**src/rtl/char_writer_pkg.sv**
```systemverilog
// Shared display definitions: control codes, state encoding,
// physical screen geometry and the {row,col} address packer.
package char_writer_pkg;

  localparam logic [7:0] CR = 8'h0D;
  localparam logic [7:0] LF = 8'h0A;
  localparam logic [7:0] BS = 8'h08;
  localparam logic [7:0] FF = 8'h0C;

  localparam int SCREEN_COLS_PHYS = 64;
  localparam int SCREEN_ROWS_PHYS = 16;

  typedef enum logic [1:0] {
    IDLE,
    WRITE,
    CLRLINE,
    CLRALL
  } state_t;

  function automatic logic [9:0] pack_adr(
    input logic [3:0] row,
    input logic [5:0] col
  );
    return {row, col};
  endfunction

endpackage

```
**src/rtl/char_writer_if.sv**
```systemverilog
// Byte-stream handshake plus character-RAM write port.
// master: byte source / RAM side; slave: char_writer.
interface char_writer_if;
  import char_writer_pkg::*;

  logic [7:0] in_data;
  logic       in_valid;
  logic       in_ready;
  logic [9:0] ram_Adr;
  logic [7:0] ram_Data;
  logic       write_Ram;

  modport master (
    output in_data, in_valid,
    input  in_ready, ram_Adr, ram_Data, write_Ram
  );

  modport slave (
    input  in_data, in_valid,
    output in_ready, ram_Adr, ram_Data, write_Ram
  );

endinterface

```
**src/rtl/char_clear_seq.sv**
```systemverilog
// Address sweeper for line/screen clears: loads base+length on
// i_start, advances on i_step, flags the last cell with o_done.
import char_writer_pkg::*;

module char_clear_seq (
  input  logic       clk,
  input  logic       reset_n,
  input  logic       i_start,
  input  logic [9:0] i_base,
  input  logic [9:0] i_len_m1,
  input  logic       i_step,
  output logic [9:0] o_next_adr,
  output logic       o_done
);

  localparam logic [9:0] FULL_M1 =
    10'(SCREEN_COLS_PHYS * SCREEN_ROWS_PHYS - 1);

  logic [9:0] r_base;
  logic [9:0] r_cnt;
  logic [9:0] r_last;

  // Reset value matches the post-reset full-screen sweep.
  always_ff @(posedge clk or negedge reset_n) begin
    if (!reset_n) begin
      r_base <= '0;
      r_cnt  <= '0;
      r_last <= FULL_M1;
    end else if (i_start) begin
      r_base <= i_base;
      r_cnt  <= '0;
      r_last <= i_len_m1;
    end else if (i_step) begin
      r_cnt <= r_cnt + 10'd1;
    end
  end

  assign o_next_adr = r_base + r_cnt + 10'd1;
  assign o_done     = (r_cnt == r_last);

endmodule

```
**src/rtl/char_writer.sv**
```systemverilog
// Byte stream to 64x16 character RAM writer with cursor, wrap,
// backspace and line/screen clear. All outputs registered.
import char_writer_pkg::*;

module char_writer #(
  parameter int         COLS           = 48,
  parameter int         ROWS           = 16,
  parameter logic [7:0] FILL           = 8'h20,
  parameter bit         CLEAR_ON_RESET = 1'b1
) (
  input  logic             clk,
  input  logic             reset_n,
  char_writer_if.slave     bus,
  output logic [5:0]       cursor_col,
  output logic [3:0]       cursor_row,
  output logic             busy
);

  localparam logic [5:0] LAST_COL = 6'(COLS - 1);
  localparam logic [3:0] LAST_ROW = 4'(ROWS - 1);
  localparam logic [9:0] LINE_M1  = 10'(SCREEN_COLS_PHYS - 1);
  localparam logic [9:0] FULL_M1  =
    10'(SCREEN_COLS_PHYS * SCREEN_ROWS_PHYS - 1);

  state_t     r_state;
  logic       r_rdy;
  logic       r_busy;
  logic       r_we;
  logic       r_bs;
  logic [9:0] r_adr;
  logic [7:0] r_data;
  logic [5:0] r_col;
  logic [3:0] r_row;

  logic [7:0] w_d;
  logic       w_xfer;
  logic       w_print;
  logic       w_cr;
  logic       w_lf;
  logic       w_bs;
  logic       w_ff;
  logic [3:0] w_row_inc;
  logic       w_wrap;
  logic       w_start_line;
  logic       w_start_all;
  logic [9:0] w_base;
  logic [9:0] w_len_m1;
  logic       w_clr;
  logic       w_step;
  logic [9:0] w_next;
  logic       w_done;

  assign w_d     = bus.in_data;
  assign w_xfer  = bus.in_valid && r_rdy;
  assign w_print = (w_d >= 8'h20) && (w_d != 8'h7F);
  assign w_cr    = (w_d == CR);
  assign w_lf    = (w_d == LF);
  assign w_bs    = (w_d == BS) && (r_col != 6'd0);
  assign w_ff    = (w_d == FF);

  assign w_row_inc = (r_row == LAST_ROW) ? 4'd0 : r_row + 4'd1;

  assign w_wrap = (r_state == WRITE) && !r_bs &&
                  (r_col == LAST_COL);

  assign w_start_line = (w_xfer && w_lf) || w_wrap;
  assign w_start_all  = w_xfer && w_ff;
  assign w_base   = w_start_line ? pack_adr(w_row_inc, 6'd0)
                                 : 10'd0;
  assign w_len_m1 = w_start_all ? FULL_M1 : LINE_M1;

  assign w_clr  = (r_state == CLRLINE) || (r_state == CLRALL);
  assign w_step = w_clr && r_we && !w_done;

  char_clear_seq u_seq (
    .clk        (clk),
    .reset_n    (reset_n),
    .i_start    (w_start_line || w_start_all),
    .i_base     (w_base),
    .i_len_m1   (w_len_m1),
    .i_step     (w_step),
    .o_next_adr (w_next),
    .o_done     (w_done)
  );

  always_ff @(posedge clk or negedge reset_n) begin
    if (!reset_n) begin
      r_state <= CLEAR_ON_RESET ? CLRALL : IDLE;
      r_rdy   <= 1'b0;
      r_busy  <= 1'b0;
      r_we    <= 1'b0;
      r_bs    <= 1'b0;
      r_adr   <= '0;
      r_data  <= '0;
      r_col   <= '0;
      r_row   <= '0;
    end else begin
      unique case (r_state)
        IDLE: begin
          r_we   <= 1'b0;
          r_rdy  <= 1'b1;
          r_busy <= 1'b0;
          if (w_xfer) begin
            unique case (1'b1)
              w_print: begin
                r_state <= WRITE;
                r_adr   <= pack_adr(r_row, r_col);
                r_data  <= w_d;
                r_bs    <= 1'b0;
                r_we    <= 1'b1;
                r_rdy   <= 1'b0;
                r_busy  <= 1'b1;
              end
              w_bs: begin
                r_state <= WRITE;
                r_adr   <= pack_adr(r_row, r_col - 6'd1);
                r_data  <= FILL;
                r_bs    <= 1'b1;
                r_we    <= 1'b1;
                r_rdy   <= 1'b0;
                r_busy  <= 1'b1;
              end
              w_cr: r_col <= '0;
              w_lf: begin
                r_state <= CLRLINE;
                r_row   <= w_row_inc;
                r_col   <= '0;
                r_adr   <= w_base;
                r_data  <= FILL;
                r_we    <= 1'b1;
                r_rdy   <= 1'b0;
                r_busy  <= 1'b1;
              end
              w_ff: begin
                r_state <= CLRALL;
                r_row   <= '0;
                r_col   <= '0;
                r_adr   <= '0;
                r_data  <= FILL;
                r_we    <= 1'b1;
                r_rdy   <= 1'b0;
                r_busy  <= 1'b1;
              end
              default: ;
            endcase
          end
        end
        WRITE: begin
          r_state <= IDLE;
          r_we    <= 1'b0;
          r_rdy   <= 1'b1;
          r_busy  <= 1'b0;
          if (r_bs) begin
            r_col <= r_col - 6'd1;
          end else if (w_wrap) begin
            r_state <= CLRLINE;
            r_col   <= '0;
            r_row   <= w_row_inc;
            r_adr   <= w_base;
            r_data  <= FILL;
            r_we    <= 1'b1;
            r_rdy   <= 1'b0;
            r_busy  <= 1'b1;
          end else begin
            r_col <= r_col + 6'd1;
          end
        end
        CLRLINE, CLRALL: begin
          r_data <= FILL;
          r_we   <= 1'b1;
          r_rdy  <= 1'b0;
          r_busy <= 1'b1;
          // r_we low only on the first cycle after reset:
          // address 0 is already loaded, just start strobing.
          if (r_we) begin
            if (w_done) begin
              r_state <= IDLE;
              r_we    <= 1'b0;
              r_rdy   <= 1'b1;
              r_busy  <= 1'b0;
            end else begin
              r_adr <= w_next;
            end
          end
        end
        default: r_state <= IDLE;
      endcase
    end
  end

  assign bus.in_ready  = r_rdy;
  assign bus.ram_Adr   = r_adr;
  assign bus.ram_Data  = r_data;
  assign bus.write_Ram = r_we;
  assign cursor_col    = r_col;
  assign cursor_row    = r_row;
  assign busy          = r_busy;

endmodule

```
**src/flat_wrapper.sv**
```systemverilog
// flat-port wrapper written by rule: the top's interface ports become plain ports
module char_writer_flat 
#(
  parameter int         COLS           = 48,
  parameter int         ROWS           = 16,
  parameter logic [7:0] FILL           = 8'h20,
  parameter bit         CLEAR_ON_RESET = 1'b1
)
  (clk, reset_n, cursor_col, cursor_row, busy, bus_in_data, bus_in_valid, bus_in_ready, bus_ram_Adr, bus_ram_Data, bus_write_Ram);
  char_writer_if bus_i ();
  input  logic clk;
  input  logic reset_n;
  output logic [5:0] cursor_col;
  output logic [3:0] cursor_row;
  output logic busy;
  input wire logic [$bits(bus_i.in_data)-1:0] bus_in_data;
  input wire logic [$bits(bus_i.in_valid)-1:0] bus_in_valid;
  output wire logic [$bits(bus_i.in_ready)-1:0] bus_in_ready;
  output wire logic [$bits(bus_i.ram_Adr)-1:0] bus_ram_Adr;
  output wire logic [$bits(bus_i.ram_Data)-1:0] bus_ram_Data;
  output wire logic [$bits(bus_i.write_Ram)-1:0] bus_write_Ram;
  assign bus_i.in_data = bus_in_data;
  assign bus_i.in_valid = bus_in_valid;
  assign bus_in_ready = bus_i.in_ready;
  assign bus_ram_Adr = bus_i.ram_Adr;
  assign bus_ram_Data = bus_i.ram_Data;
  assign bus_write_Ram = bus_i.write_Ram;
  char_writer #(.COLS(COLS), .ROWS(ROWS), .FILL(FILL), .CLEAR_ON_RESET(CLEAR_ON_RESET)) u_core (.clk(clk), .reset_n(reset_n), .bus(bus_i), .cursor_col(cursor_col), .cursor_row(cursor_row), .busy(busy));
endmodule
```
**config.mk**
```make
export PLATFORM = sky130hd
export DESIGN_NAME = char_writer_flat
export DESIGN_NICKNAME = d
export VERILOG_FILES = /design/src/rtl/char_writer_pkg.sv /design/src/rtl/char_writer_if.sv /design/src/rtl/char_clear_seq.sv /design/src/rtl/char_writer.sv /design/src/flat_wrapper.sv
export SDC_FILE = /design/constraint.sdc
export NUM_CORES = 1
export LEC_CHECK = 0
export BUFFER_PORTS_ARGS = -buffer_cell sky130_fd_sc_hd__buf_2
export CORE_MARGIN = 1
export CORE_UTILIZATION = 45
export CTS_CLUSTER_DIAMETER = 30
export DETAILED_ROUTE_END_ITERATION = 6
export PLACE_DENSITY = 0.63
export SYNTH_ARGS = -nofsm -noshare
export SYNTH_HDL_FRONTEND = slang
export SYNTH_SLANG_ARGS = --single-unit
```
**constraint.sdc**
```tcl
create_clock -name clk -period 4.5 [get_ports clk]
set_input_delay 0.675 -clock clk [delete_from_list [all_inputs] [get_ports clk]]
set_output_delay 0.675 -clock clk [all_outputs]
set_load 0.01 [all_outputs]
```
==> summary.txt <==
Setup Crit Path Kind = flop to flop
initial core utilization = 0.466
CTS tree = yes
final hold vios = 0
# clock sinks = 48
internal power = 0.906 mW
Cells after Synth = 318
sequential share of the synthesized area = 0.407
CP Capture Type = flop
Clk pin slew, worst setup/hold paths = 0.09 ns
DRT Pass-1 Iters = 4
postcts setup bufs = 0
Net Sw Frac = 0.388
Req. time, crit path = 4.68 ns
hold_buf cts = 0
num rows = 29
commonest non-fill, non-tap cell in the layout = dfrtp_1
Worst-Margin Slew = 0.892 ns
Seq cells post-synth = 48
Clock Skews = 0.00884 ns
Clock Power Share = 0.193
final WL = 6.96 mm
Psw = 0.573 mW
PnR Total Power = 1.48 mW
delay-heaviest family, CP = compound AO/OA/AOI/OAI gates
Final setup viols = 0
dominant synthesized flop cell = dfrtp_1
P per Cell Area = 448 mW/mm^2
IO Count = 42
maximum vdd ir drop = 0.000264 V
syn_area_per_cell = 9.31 um^2
Num CTS Buffers = 5
Final ANT Viol Nets = 0
CTS resizes = 0
distinct cell type count after synthesis = 62
DRT iter0 DRCs = 203
grt ovf = 0
Ys Warns = 0
DP HPWL = 5.13 mm
first-pass GRT wire length = 11.4 mm
period utilization = 0.542
CP startpoint kind = flop
Pins Over Slew Limit = 0
Die Span X = 83.1 um
crit path time final = 2.44 ns
# diodes = 0
Syn Nets = 337
nets = 373
pin count of the biggest net entering global routing = 49
CP max FO = 12
Worst slew margin = 0.403
TNS Setup = 0 ns
Die Span Y = 83.1 um
Core Box Area = 0.00635 mm^2
status = finished clean
commonest cells after routing, fill and taps aside = 45 x dfrtp_1, 41 x buf_2, 24 x nor2_1, 23 x nand2_1, 19 x a21oi_1
CP Buf/Inv Count = 0
# DRC = 0
Hold WC Path Type = input port to asynchronous set/reset pin
RSZ-0062 raised after global routing = no
Post-synth EDFFs = 0
clk buf depth = 2
Die ar. = 0.00691 mm^2
H-Tree Depth = 2
Post-Syn Area = 0.00296 mm^2
area growth from synthesis to layout = 11.4%
layout cells sized above 1 = 0.183
vias in the first global route = 2251
critical path arrival = 2.62 ns
asr flop ratio synth = 1.00
GRT Total Usage = 0.207
Slowest cell on crit path = o211ai_1
# port buffers = 41
antenna violations before repair = 0
sequential share of power = 0.435
vias per inst = 5.77
Logic pwr share = 0.372
GP Congestion = 0.828
routed vias = 2493
Pleak = 1.47 nW
Clock Tree Root = clkbuf_8
slowest stage delay, CP = 0.72 ns
crit-path cells = or4_1 -> o22a_1 -> o211ai_1 -> nor3_1 -> xnor2_1 -> nor2_1
maxcap violations = 0
max frequency = 410 MHz
Worst-Skew Late Latency = 0.30 ns
Routed wire per std cell = 16.1 um
[stage by stage]
stage	util	setup slack [ns]	hold WS [ns]	area (um^2)	cells
floorplan	-	2.18	0.379	2960	318
global placement	0.504	1.94	0.475	3200	424
detailed placement	0.504	1.90	0.477	3200	424
CTS	0.519	2.04	0.487	3300	432
global route	0.519	1.78	0.518	3300	432
finish	0.519	2.06	0.459	3300	432
[layer usage]
layer | up-vias | part of all wire | wire length (um) | global-route usage
met5 | - | 0 | 0 | 0
met4 | 0 | 0.020 | 141 | 0.0784
met3 | 11 | 0.030 | 207 | 0.0318
met2 | 53 | 0.46 | 3190 | 0.314
met1 | 1205 | 0.49 | 3420 | 0.299
li1 | 1224 | - | - | -
[sequential cells by signal (all words and copies together), names as in the netlist]
| signal | count |
|---|---|
| u_core.bus.ram_Adr | 10 |
| u_core.u_seq.r_cnt | 10 |
| u_core.bus.ram_Data | 8 |
| u_core.cursor_col | 6 |
| u_core.cursor_row | 4 |
| u_core.u_seq.r_base | 4 |
| u_core.r_state | 2 |
| u_core.bus.in_ready | 1 |
| u_core.busy | 1 |
| u_core.r_bs | 1 |
| u_core.u_seq.r_last | 1 |
[power by group through the flow]
stage                     sequential [mW]  clock (mW)  combinational, mW
after global placement              0.647           0              0.550
final                               0.643       0.286              0.550
after global routing                0.661       0.310              0.616
after detailed placement            0.652           0              0.554
after CTS                           0.644       0.294              0.557
after floorplan                     0.662           0              0.349
[kinds of logic (layout without fill, tap and decap cells)]
logic type / after synthesis / count (layout) / synth area share
AND/OR/NAND/NOR: 114 / 114 / 0.213
multiplexers: 10 / 10 / 0.0363
AO/OA/AOI/OAI: 88 / 88 / 0.204
XOR/XNOR: 20 / 20 / 0.0592
adder cells (fa/ha/maj): 8 / 8 / 0.0338
buffers and inverters: 30 / 67 / 0.0469
flip-flops: 48 / 48 / 0.407
[worst register-to-register path, stage by stage (launching register included)]
cell and delay, ns:
dfrtp_1 0.43, or4_1 0.53, o22a_1 0.23, o211ai_1 0.73, nor3_1 0.17, xnor2_1 0.17
nor2_1 0.06
[cell type report]
class	instances	area [um^2]
clock buffer	8	100
fill	589	3050
inverter	16	60.1
multi-input combinational	240	1620
sequential	48	1200
tap	77	96.3
timing repair buffer	43	220
[cells in the mapped netlist (all sizes together) (2+ instances only)]
library cell / n / share of area
a31o: 3 / 0.0089
or2: 4 / 0.0093
o211ai: 3 / 0.0076
nand3: 10 / 0.017
inv: 16 / 0.020
dfrtp: 45 / 0.38
nor2b: 8 / 0.017
and2: 3 / 0.0063
o21a: 2 / 0.0051
nor4b: 2 / 0.011
ha: 8 / 0.034
mux2: 6 / 0.023
o21ai: 25 / 0.044
a31oi: 8 / 0.017
xor2: 6 / 0.018
mux2i: 4 / 0.014
nand2b: 6 / 0.013
nor3: 10 / 0.019
o311ai: 2 / 0.0059
a22o: 7 / 0.021
o31ai: 6 / 0.020
buf: 10 / 0.022
a21oi: 19 / 0.032
clkbuf: 4 / 0.0051
nor2: 25 / 0.034
xnor2: 14 / 0.041
and3: 3 / 0.0063
or3: 4 / 0.0085
dfstp: 3 / 0.027
nand2: 24 / 0.031
nor3b: 3 / 0.0076
nand4: 4 / 0.0085
a222oi: 2 / 0.0068
nand4b: 3 / 0.011
[path summary, 6_finish.rpt]
check | from | endpoint | slack [ns] | cells after the start
worst max-delay path | u_core.u_seq.r_cnt[9]$_DFFE_PN0P_ | u_core.u_seq.r_cnt[7]$_DFFE_PN0P_ | 2.06 | 6
worst min register to register | u_core.bus.ram_Adr[3]$_DFFE_PN0P_ | u_core.bus.ram_Adr[3]$_DFFE_PN0P_ | 0.49 | 1
worst min-delay path | reset_n | u_core.bus.ram_Data[6]$_DFFE_PN0P_ | 0.46 | 2
min in group clk | u_core.bus.ram_Adr[3]$_DFFE_PN0P_ | u_core.bus.ram_Adr[3]$_DFFE_PN0P_ | 0.49 | 1
worst max register to register | u_core.u_seq.r_cnt[9]$_DFFE_PN0P_ | u_core.u_seq.r_cnt[7]$_DFFE_PN0P_ | 2.06 | 6
max in group asynchronous | reset_n | u_core.r_bs$_DFFE_PN0P_ | 3.62 | 2
Power figures use the tool's default switching activity.
